### src/rtl/fadd_pipe.sv
`default_nettype none
// ============================================================================
// Module   : fadd_pipe
// Brief    : Four-stage pipelined IEEE-754 binary32/binary64 adder/subtractor
//            with RNE rounding, flush-to-zero and valid/ready handshake.
// Revision : 1.0
// ============================================================================
module fadd_pipe #(
    parameter int N     = 32,
    parameter int EXP_W = (N == 32) ? 8 : 11,
    parameter int MAN_W = (N == 32) ? 23 : 52
) (
    input  logic         clk,
    input  logic         rst_n,
    input  logic         in_valid,
    output logic         in_ready,
    input  logic [N-1:0] a,
    input  logic [N-1:0] b,
    input  logic         sub,
    output logic         out_valid,
    input  logic         out_ready,
    output logic [N-1:0] out,
    output logic [2:0]   flags
);
    generate
        if (N != 32 && N != 64) begin : g_bad_n
            $error("fadd_pipe: N must be 32 or 64");
        end
    endgenerate

    // Working mantissa: hidden bit, stored fraction, guard, round, sticky.
    localparam int               c_mw   = MAN_W + 4;
    localparam logic [EXP_W-1:0] c_dmax = EXP_W'(c_mw - 1);
    localparam logic [EXP_W:0]   c_e1   = {{EXP_W{1'b0}}, 1'b1};
    localparam logic [N-1:0]     c_qnan = {1'b0, {EXP_W{1'b1}}, 1'b1, {(MAN_W-1){1'b0}}};

    logic w_stall;
    assign w_stall  = out_valid && !out_ready;
    assign in_ready = !w_stall;

    // ---------------- stage 1: unpack, classify, order ----------------
    logic             w_sa, w_sb, w_za, w_zb, w_ia, w_ib, w_na, w_nb, w_swap;
    logic [EXP_W-1:0] w_ea, w_eb;
    logic [MAN_W-1:0] w_fa, w_fb;
    logic             w_spec;
    logic [N-1:0]     w_sres;
    logic [2:0]       w_sflg;

    assign w_sa   = a[N-1];
    assign w_sb   = b[N-1] ^ sub;
    assign w_ea   = a[N-2:MAN_W];
    assign w_eb   = b[N-2:MAN_W];
    assign w_za   = (w_ea == '0);
    assign w_zb   = (w_eb == '0);
    assign w_ia   = (&w_ea) && (a[MAN_W-1:0] == '0);
    assign w_ib   = (&w_eb) && (b[MAN_W-1:0] == '0);
    assign w_na   = (&w_ea) && (a[MAN_W-1:0] != '0);
    assign w_nb   = (&w_eb) && (b[MAN_W-1:0] != '0);
    assign w_fa   = w_za ? '0 : a[MAN_W-1:0];
    assign w_fb   = w_zb ? '0 : b[MAN_W-1:0];
    assign w_swap = {w_eb, w_fb} > {w_ea, w_fa};

    always_comb begin
        w_spec = 1'b1;
        w_sres = '0;
        w_sflg = 3'b000;
        if (w_na || w_nb) begin
            w_sres = c_qnan;
        end else if (w_ia && w_ib) begin
            if (w_sa != w_sb) begin
                w_sres = c_qnan;
                w_sflg = 3'b100;
            end else begin
                w_sres = {w_sa, {EXP_W{1'b1}}, {MAN_W{1'b0}}};
            end
        end else if (w_ia) begin
            w_sres = {w_sa, {EXP_W{1'b1}}, {MAN_W{1'b0}}};
        end else if (w_ib) begin
            w_sres = {w_sb, {EXP_W{1'b1}}, {MAN_W{1'b0}}};
        end else if (w_za && w_zb) begin
            w_sres = {w_sa & w_sb, {(N-1){1'b0}}};
        end else if (w_za) begin
            w_sres = {w_sb, w_eb, b[MAN_W-1:0]};
        end else if (w_zb) begin
            w_sres = {w_sa, w_ea, a[MAN_W-1:0]};
        end else begin
            w_spec = 1'b0;
        end
    end

    logic             r1_v, r1_spec, r1_sign, r1_esub;
    logic [N-1:0]     r1_sres;
    logic [2:0]       r1_sflg;
    logic [EXP_W-1:0] r1_exp, r1_d;
    logic [MAN_W-1:0] r1_frac_l, r1_frac_s;

    // ---------------- stage 2: align smaller operand ----------------
    logic [2*c_mw-1:0] w_wide;
    logic [c_mw-1:0]   w_mal;

    assign w_wide = {1'b1, r1_frac_s, 3'b000, {c_mw{1'b0}}} >> r1_d;
    assign w_mal  = (r1_d >= c_dmax) ? {{(c_mw-1){1'b0}}, 1'b1}
                  : {w_wide[2*c_mw-1:c_mw+1], w_wide[c_mw] | (|w_wide[c_mw-1:0])};

    logic             r2_v, r2_spec, r2_sign, r2_esub;
    logic [N-1:0]     r2_sres;
    logic [2:0]       r2_sflg;
    logic [EXP_W-1:0] r2_exp;
    logic [c_mw-1:0]  r2_man_l, r2_man_s;

    // ---------------- stage 3: add/subtract and leading-zero count ----------------
    logic [c_mw:0]    w_sum;
    logic [EXP_W-1:0] w_lzc;

    assign w_sum = r2_esub ? ({1'b0, r2_man_l} - {1'b0, r2_man_s})
                           : ({1'b0, r2_man_l} + {1'b0, r2_man_s});

    always_comb begin
        w_lzc = EXP_W'(c_mw + 1);
        for (int i = 0; i <= c_mw; i++) begin
            if (w_sum[i]) w_lzc = EXP_W'(c_mw - i);
        end
    end

    logic             r3_v, r3_spec, r3_sign;
    logic [N-1:0]     r3_sres;
    logic [2:0]       r3_sflg;
    logic [EXP_W-1:0] r3_exp, r3_lzc;
    logic [c_mw:0]    r3_sum;

    // ---------------- stage 4: normalise, round, pack ----------------
    logic [c_mw-1:0]  w_m;
    logic [EXP_W:0]   w_e;
    logic             w_flush, w_rnd;
    logic [MAN_W+1:0] w_mr;
    logic [MAN_W-1:0] w_frac;
    logic [N-1:0]     w_res;
    logic [2:0]       w_flg;

    always_comb begin
        w_m     = r3_sum[c_mw-1:0];
        w_e     = {1'b0, r3_exp};
        w_flush = 1'b0;
        if (r3_sum[c_mw]) begin
            w_m = {r3_sum[c_mw:2], r3_sum[1] | r3_sum[0]};
            w_e = w_e + c_e1;
        end else if (r3_lzc > r3_exp) begin
            // Normalising would need an exponent below 1: result is subnormal.
            w_flush = 1'b1;
        end else begin
            w_m = r3_sum[c_mw-1:0] << (r3_lzc - 1'b1);
            w_e = w_e - {1'b0, r3_lzc} + c_e1;
        end
        w_rnd  = w_m[2] & (w_m[3] | w_m[1] | w_m[0]);
        w_mr   = {1'b0, w_m[c_mw-1:3]} + {{(MAN_W+1){1'b0}}, w_rnd};
        if (w_mr[MAN_W+1]) w_e = w_e + c_e1;
        w_frac = w_mr[MAN_W+1] ? w_mr[MAN_W:1] : w_mr[MAN_W-1:0];

        if (r3_spec) begin
            w_res = r3_sres;
            w_flg = r3_sflg;
        end else if (r3_sum == '0) begin
            w_res = '0;
            w_flg = 3'b000;
        end else if (w_flush) begin
            w_res = {r3_sign, {(N-1){1'b0}}};
            w_flg = 3'b001;
        end else if (w_e >= {1'b0, {EXP_W{1'b1}}}) begin
            w_res = {r3_sign, {EXP_W{1'b1}}, {MAN_W{1'b0}}};
            w_flg = 3'b011;
        end else begin
            w_res = {r3_sign, w_e[EXP_W-1:0], w_frac};
            w_flg = {2'b00, |w_m[2:0]};
        end
    end

    always_ff @(posedge clk or negedge rst_n) begin
        if (!rst_n) begin
            r1_v      <= 1'b0;
            r2_v      <= 1'b0;
            r3_v      <= 1'b0;
            out_valid <= 1'b0;
            out       <= '0;
            flags     <= 3'b000;
        end else if (!w_stall) begin
            r1_v      <= in_valid;
            r2_v      <= r1_v;
            r3_v      <= r2_v;
            out_valid <= r3_v;
            if (r3_v) begin
                out   <= w_res;
                flags <= w_flg;
            end
        end
    end

    always_ff @(posedge clk) begin
        if (!w_stall) begin
            r1_spec   <= w_spec;
            r1_sres   <= w_sres;
            r1_sflg   <= w_sflg;
            r1_sign   <= w_swap ? w_sb : w_sa;
            r1_esub   <= w_sa ^ w_sb;
            r1_exp    <= w_swap ? w_eb : w_ea;
            r1_d      <= w_swap ? (w_eb - w_ea) : (w_ea - w_eb);
            r1_frac_l <= w_swap ? w_fb : w_fa;
            r1_frac_s <= w_swap ? w_fa : w_fb;

            r2_spec   <= r1_spec;
            r2_sres   <= r1_sres;
            r2_sflg   <= r1_sflg;
            r2_sign   <= r1_sign;
            r2_esub   <= r1_esub;
            r2_exp    <= r1_exp;
            r2_man_l  <= {1'b1, r1_frac_l, 3'b000};
            r2_man_s  <= w_mal;

            r3_spec   <= r2_spec;
            r3_sres   <= r2_sres;
            r3_sflg   <= r2_sflg;
            r3_sign   <= r2_sign;
            r3_exp    <= r2_exp;
            r3_sum    <= w_sum;
            r3_lzc    <= w_lzc;
        end
    end
endmodule
`default_nettype wire

### config.mk
export PLATFORM = sky130hd
export DESIGN_NAME = fadd_pipe
export DESIGN_NICKNAME = d
export VERILOG_FILES = /design/src/rtl/fadd_pipe.sv
export SDC_FILE = /design/constraint.sdc
export NUM_CORES = 1
export LEC_CHECK = 0
export CORE_ASPECT_RATIO = 0.9
export CORE_UTILIZATION = 53
export DETAILED_ROUTE_END_ITERATION = 6
export PLACE_DENSITY = 0.72
export SYNTH_ARGS = -nofsm -noshare
export SYNTH_HDL_FRONTEND = slang
export SYNTH_SLANG_ARGS = --single-unit
### constraint.sdc
create_clock -name clk -period 19.3 [get_ports clk]
set_input_delay 3.86 -clock clk [delete_from_list [all_inputs] [get_ports clk]]
set_output_delay 3.86 -clock clk [all_outputs]
set_load 0.01 [all_outputs]
### Yosys cells after proc, flatten, opt, wreduce, memory -nomap -nowiden

Index checks and enable logic that the tools add are counted.
Widths: inputs -> output; s select.

| word-level totals | value |
|---|---|
| flip-flop bits (word level) | 316 |
| word-level logic and storage cells | 151 |
| output and inout bits | 37 |
| input port bits | 69 |

| cells by class | value |
|---|---|
| mux-type cells | 60 |
| shift operators | 2 |
| equality and inequality tests | 1 |
| reductions and logical operators | 29 |
| magnitude comparators | 4 |
| bitwise gates (word level) | 10 |
| $add $sub $neg | 10 |

Operators by type and width:

| operator | number |
|---|---|
| $mux 32 | 9 |
| $mux 23 | 5 |
| $mux 31 | 2 |
| $mux 5 | 11 |
| $mux 27 | 2 |
| $reduce_or 27->1 | 2 |
| $shr 54x8->54 | 1 |
| $logic_not 23->1 | 2 |
| $reduce_bool 23->1 | 2 |
| $mux 4 | 8 |
| $gt 31x31->1 | 1 |
| $add 27x27->28 | 1 |
| $logic_not 28->1 | 1 |
| $mux 28 | 1 |
| $sub 27x27->28 | 1 |
| $mux 9 | 3 |
| $shl 27x8->27 | 1 |
| $add 24x1->25 | 1 |
| $mux 3 | 7 |
| $add 9x1->9 const B | 2 |
| $logic_not 8->1 | 2 |
| $mux 8 | 2 |
| $reduce_and 8->1 | 2 |
| $reduce_or 16->1 | 1 |
| 23 further kinds | 46 |

### Longest topological paths before layout

Gate-level depths: netlist of run 1.

| logic depth | value |
|---|---|
| word-level depth | 29 |
| depth in mapped cells | 24 |
| mapped depth without buffers | 17 |

### Worst setup path before layout of run 1

OpenSTA, ideal clock, no wires.

| timing path | value |
|---|---|
| path type | input port to output port |
| start point | in out_ready |
| end point | out in_ready |
| data required time | 15440 ps |
| stages on the path | 2 |
| arrival time | 11424 ps |
| buffers on the path | 1 |
| slack | 4016 ps |
| cell sequence | nand2b_1 -> clkbuf_1 |

| between the ends | value |
|---|---|
| word-level cells in the longest chain between the ends | 3 |

Ends and longest elaborated chain:

| what | line | RTL |
|---|---|---|
| from (decl) | 21 | `input logic out_ready,` |
| $logic_not 1->1 | 38 | `assign w_stall = out_valid && !out_ready;` |
| $logic_and 1x1->1 | 38 |  |
| $logic_not 1->1 | -- |  |
| to (decl) | 16 | `output logic in_ready,` |

Every way passes these cells.

### Worst setup path in the final report of run 1

Same ends and word-level chain as after synthesis.

==> impl_metrics.env, run 1 <==
export IMPL_grtUsageTotal=0.328
export IMPL_crit_buf_inv=2
export IMPL_cts_hold_buf=0
export IMPL_yosys_warnings=0
export IMPL_die_area_mm2=0.0404
export IMPL_synth_cell_area_mm2=0.0210
export IMPL_cpPeakStageDelay_ns=0.66
export IMPL_syn_num_nets=2379
export IMPL_synth_distinct_cells=94
export IMPL_worstHoldPathType="register to register"
export IMPL_power_frac_clock=0.149
export IMPL_cp_data_required_time_ns=15.44
export IMPL_avgSynthCellArea_um2=9.57
export IMPL_seq_area_frac_synth=0.429
export IMPL_grt_pass1_vias=16636
export IMPL_gp_congestion=0.968
export IMPL_p_comb_frac=0.568
export IMPL_end_kind="output port"
export IMPL_relSlewSlack=0.310
export IMPL_max_freq_ghz=0.107
export IMPL_drv_slew=0
export IMPL_rows=68
export IMPL_setup_violations=0
export IMPL_drive_gt1_frac=0.0708
export IMPL_ys_top_cells_by_area="edfxtp_1 38%, ha_1 6.6%, dfrtp_1 4.6%, a21oi_1 3.8%, o21ai_0 3.7%"
export IMPL_drc_errors=0
export IMPL_arrival_ns=5.50
export IMPL_via_count=17823
export IMPL_die_w_um=212
export IMPL_synth_seq_cells=307
export IMPL_n_antenna_cell=0
export IMPL_grt_busiest_layer="met2"
export IMPL_clock_sinks=307
export IMPL_viasPerCell=6.37
export IMPL_grt_pass1_wl_mm=99.6
export IMPL_cp_start_kind="input pin"
export IMPL_fin_crit_ns=9.36
export IMPL_seqPwrFrac=0.282
export IMPL_total_power_uw=4380
export IMPL_detail_route_antenna_nets=0
export IMPL_clockRootBuffer="clkbuf_16"
export IMPL_fin_worst_skew_ns=0.0192
export IMPL_area_growth_pct=12.4
export IMPL_tightest_slew_ns=1.01
export IMPL_slowest_stage="clkdlybuf4s50_1"
export IMPL_crit_chain="clkdlybuf4s50_1 > nand2b_4 > clkdlybuf4s50_1"
export IMPL_path_delay_family="buffers and inverters"
export IMPL_clk_latency_ns=0.55
export IMPL_cts_tree="done"
export IMPL_power_density_mw_per_mm2=185
export IMPL_grt_max_degree=77
export IMPL_grt_overflow_total=0
export IMPL_setup_tns_ns=0
export IMPL_synth_top_area_frac=0.383
export IMPL_p_int_uw=2320
export IMPL_critPathMaxFanout=39
export IMPL_synthArstFlopShare=0.127
export IMPL_synth_edff_count=268
export IMPL_fin_nets=2431
export IMPL_fp_dieH_um=191
export IMPL_initial_core_util=0.543
export IMPL_drt_total_wl_mm=65.6
export IMPL_syn_inst=2195
export IMPL_maxCapViolCount=0
export IMPL_outcome="finished clean"
export IMPL_antenna_found_initial=0
export IMPL_peakVddDrop_uv=108
export IMPL_io_buffers=105
export IMPL_grtUsageMet3=0.0527
export IMPL_htree_num_levels=2
export IMPL_drt_pass1_iterations=6
export IMPL_wl_per_cell_um=23.5
export IMPL_cts_buffers=35
export IMPL_leakagePower_uw=0.00945
export IMPL_ios=106
export IMPL_cpMostUsedCell="clkdlybuf4s50_1"
export IMPL_clkTransAtPathRegs_ns=0.06
export IMPL_use_met1=0.454
export IMPL_rsz0062_at_grt="false"
export IMPL_grtUsageMet2=0.518
export IMPL_yosysTopAreaCell="edfxtp_1"
export IMPL_detailedRoute_firstIterationViolations=1782
export IMPL_clk_path_buf_depth=3
export IMPL_cts_repair_resized=0
export IMPL_power_switching_uw=2060
export IMPL_worstSetupPathType="input pin to output port"
export IMPL_finalHoldViolCount=0
export IMPL_final_area_mm2=0.0236
export IMPL_cts_setup_buffers=0
export IMPL_yosys_most_used_dff="edfxtp_1"
export IMPL_p_sw_frac=0.470
export IMPL_placed_area_mm2=0.0225
export IMPL_fin_crit_sh=0.485
export IMPL_hpwl_mm=50.1
export IMPL_core_mm2=0.0387
==> cells in the mapped netlist (19+ instances only) <==
master    instances
o31ai_1          19
nor2b_1          24
dfrtp_1          39
nor4_1           33
mux2_2           20
xor2_1           20
xnor2_1          47
nand4_1          26
mux2i_1          65
ha_1            111
edfxtp_1        268
o21ai_0         156
a22oi_1          35
inv_1           138
nand3_1          63
a21oi_1         158
a211oi_1         29
nor3_1           49
a21o_1           30
mux4_2           25
clkbuf_1         92
nand2_1         206
and3_1           21
nor2_1          200
==> state kept, by name, indices dropped and copies added, names as in the netlist, 5 cells and up <==
register   count
out           32
r1_d           8
r1_exp         8
r1_frac_l     23
r1_frac_s     23
r1_sres       32
r2_exp         8
r2_man_l      23
r2_man_s      27
r2_sres       32
r3_exp         8
r3_lzc         5
r3_sres       32
r3_sum        28
==> cell families after synthesis <==
logic type               count (synthesis)  synth area share
multiplexers                           110            0.0685
buffers and inverters                  259            0.0487
AO/OA/AOI/OAI                          614             0.188
flip-flops                             307             0.429
adder cells (fa/ha/maj)                115            0.0699
XOR/XNOR                                69            0.0295
AND/OR/NAND/NOR                        721             0.166
==> cells in the final DEF (no fill, tap or decap), types with 63 or more instances in the layout <==
master           synthesis  final
nand2_1                206    206
inv_1                  138    138
edfxtp_1               268    268
mux2i_1                 65     65
ha_1                   111    111
clkdlybuf4s50_1          0    104
nand3_1                 63     63
a21oi_1                158    157
o21ai_0                156    155
nor2_1                 200    200
==> final cells by class <==
cell class              count  area, um^2
clock inverters            21         235
clock buffers              43         906
fillers                  3235       15100
repair buffers            135        1270
flip-flops and latches    307        9020
well taps                 525         657
multi-input cells        1629       11000
inverters                 139         522
==> power by group through the flow <==
stage	logic [uW]	registers (uW)	clock network, uW
after global placement	2390	1230	0
after floorplan	1710	1180	0
final	2490	1240	653
after detailed placement	2410	1240	0
after CTS	2430	1230	666
after global routing	2670	1250	692
==> worst paths after layout <==
| check | startpoint | to | slack (ns) | cells after the start |
|---|---|---|---|---|
| worst max-delay path | out_ready | in_ready | 9.94 | 3 |
| worst min-delay path | r1_sres[13]$_SDFFCE_PP0N_ | r2_sres[13]$_DFFE_PN_ | 0.40 | 0 |
| worst max register to register | r3_lzc[0]$_SDFFCE_PP0N_ | out[6]$_DFFE_PN0P_ | 12.01 | 18 |
| worst min register to register | r1_sres[13]$_SDFFCE_PP0N_ | r2_sres[13]$_DFFE_PN_ | 0.40 | 0 |
| max in group asynchronous | rst_n | out[9]$_DFFE_PN0P_ | 15.29 | 1 |
| min in group asynchronous | rst_n | out[30]$_DFFE_PN0P_ | 3.44 | 1 |
==> metrics by stage <==
step,util,instances,hold WS (ns),setup slack [ns]
after floorplan,-,2195,0.400,4.02
after global placement,0.580,2735,0.403,9.94
after detailed placement,0.580,2735,0.405,9.91
after CTS,0.610,2799,0.407,9.91
after global routing,0.610,2799,0.406,9.88
final,0.610,2799,0.402,9.94
==> per-layer routing <==
metal / vias up / routed length [um]
li1: 8255 / -
met1: 8640 / 28500
met2: 803 / 30000
met3: 125 / 4940
met4: 0 / 2280
met5: - / 0
No activity file was read; power rests on OpenSTA's default activity.
==> run 2: changes to the inputs <==
- PLACE_DENSITY: 0.72 -> 0.74
- clock period: 19.3 -> 8.45 ns (I/O delays scaled with it)
==> run 2 against run 1 <==
- total power increased by 120%
- utilization fell by 0.39 points
- setup slack worse by 8.1 ns
- flip-flop and latch count unchanged
- largest power group unchanged
- clock power grew 100%
- critical path type is now register to register
- combinational power rose by 120%
==> impl_metrics.env, run 2 (synthesized netlist as in run 1, its figures left out) <==
export IMPL_die_area_mm2=0.0404
export IMPL_outcome="finished clean"
export IMPL_power_frac_clock=0.136
export IMPL_die_w_um=212
export IMPL_final_common_cell="edfxtp_1"
export IMPL_clk_latency_ns=0.58
export IMPL_cts_setup_buffers=0
export IMPL_cts_repair_resized=0
export IMPL_cp_start_kind="register"
export IMPL_ios=106
export IMPL_setup_violations=0
export IMPL_fillerInstances=3208
export IMPL_register_area_mm2=0.00902
export IMPL_startpoint="r3_lzc[0]$_SDFFCE_PP0N_"
export IMPL_setup_tns_ns=0
export IMPL_drc_errors=0
export IMPL_power_density_mw_per_mm2=412
export IMPL_slowest_stage="or4b_4"
export IMPL_worstHoldStart="r2_sres[21]$_DFFE_PN_"
export IMPL_gp_congestion=0.996
export IMPL_io_buffers=105
export IMPL_grt_max_degree=175
export IMPL_p_comb_frac=0.568
export IMPL_n_antenna_cell=0
export IMPL_core_mm2=0.0387
export IMPL_arrival_ns=7.07
export IMPL_worstHoldPathType="register to register"
export IMPL_rows=68
export IMPL_finalHoldViolCount=0
export IMPL_drt_total_wl_mm=62.2
export IMPL_relSlewSlack=0.307
export IMPL_peakVddDrop_uv=199
export IMPL_viasPerCell=6.38
export IMPL_wl_per_cell_um=22.3
export IMPL_finish_utilization=0.606
export IMPL_leakagePower_uw=0.00938
export IMPL_area_growth_pct=11.6
export IMPL_cts_hold_buf=0
export IMPL_via_count=17781
export IMPL_initial_core_util=0.543
export IMPL_maxCapViolCount=0
export IMPL_antenna_found_initial=0
export IMPL_power_switching_uw=4480
export IMPL_cp_data_required_time_ns=8.93
export IMPL_grt_pass1_vias=16626
export IMPL_p_sw_frac=0.464
export IMPL_fin_crit_sh=0.780
export IMPL_r2r_start="r3_lzc[0]$_SDFFCE_PP0N_"
export IMPL_fin_ws_ns=1.86
export IMPL_drt_pass1_iterations=6
export IMPL_layout_common_cells="268 x edfxtp_1, 206 x nand2_1, 200 x nor2_1"
export IMPL_crit_chain="inv_2 > ha_1 > inv_1 > o21ai_0 > or3_1 > and2_1 > o31ai_1 > ha_1 > inv_1 > or3b_1 > or4b_4 > or3_1 > a211o_1 > a41oi_2 > nand3_2 > o21ai_0"
export IMPL_fin_cells=2789
export IMPL_cts_tree="done"
export IMPL_clkTransAtPathRegs_ns=0.06
export IMPL_cts_buffers=31
export IMPL_worstSetupPathType="register to register"
export IMPL_rsz0062_at_grt="false"
export IMPL_fin_nets=2425
export IMPL_max_freq_ghz=0.152
export IMPL_clk_path_buf_depth=3
export IMPL_timing_hold_ws_ns=0.417
export IMPL_tightest_slew_ns=1.01
export IMPL_end_kind="register"
export IMPL_grtUsageTotal=0.306
export IMPL_grt_pass1_wl_mm=95.3
export IMPL_clock_sinks=307
export IMPL_detail_route_antenna_nets=0
export IMPL_htree_num_levels=1
export IMPL_dp_cells=2733
export IMPL_cpPeakStageDelay_ns=0.59
export IMPL_pre_cts_ws_ns=1.75
export IMPL_seqPwrFrac=0.295
export IMPL_drv_slew=0
export IMPL_hpwl_mm=47.2
export IMPL_clockRootBuffer="clkbuf_16"
export IMPL_drive_gt1_frac=0.0693
export IMPL_fin_worst_skew_ns=0.0138
export IMPL_detailedRoute_firstIterationViolations=1844
export IMPL_fin_crit_ns=6.59
export IMPL_fp_dieH_um=191
export IMPL_critPathMaxFanout=17
export IMPL_multiInputGateArea_mm2=0.0110
export IMPL_grt_overflow_total=0
export IMPL_p_int_uw=5170
run 2: path summary, 6_finish.rpt:
check	endpoint	slack [ns]	depth (start not counted)
max	out[3]$_DFFE_PN0P_	1.86	16
min	r3_sres[21]$_DFFE_PN_	0.42	0
max reg2reg	out[3]$_DFFE_PN0P_	1.86	16
min reg2reg	r3_sres[21]$_DFFE_PN_	0.42	0
max in group asynchronous	out[5]$_DFFE_PN0P_	6.68	1
min in group asynchronous	out_valid$_DFFE_PN0N_	1.22	1
run 2: stage by stage:
step / power, uW / instance area (um^2)
finish: 9660 / 23500
global route: 10200 / 23500
CTS: 9540 / 23500
detailed placement: 8180 / 22500
global placement: 8140 / 22500
floorplan: 6550 / 21000
run 2: power groups by stage:
stage | Sequential, uW | Clock, uW | Combinational (uW)
detailed placement | 2860 | 0 | 5320
floorplan | 2650 | 0 | 3900
CTS | 2840 | 1340 | 5360
global route | 2890 | 1400 | 5910
finish | 2850 | 1320 | 5490
global placement | 2850 | 0 | 5300
run 2: final cells by class:
type / count / share of cell area
multi-input combinational: 1629 / 0.469
sequential: 307 / 0.385
inverter: 139 / 0.0222
tap: 525 / 0.0280
timing repair buffer: 133 / 0.0546
clock buffer: 42 / 0.0361
clock inverter: 14 / 0.00571
run 2: worst max-delay path, delay by kind of cell (launching register included):
family,cells,cell delay [ns]
fa+ha+maj,2,0.84
flops,1,0.41
compound gates,5,1.96
simple gates,6,2.47
buf+inv,3,0.80
run 2: per-layer routing:
layer	global-route usage	vias up	share of wire
met2	0.482	920	0.45
met3	0.0396	180	0.085
met4	0.131	0	0.042
met5	0	-	0
met1	0.426	8426	0.42
li1	-	8255	-
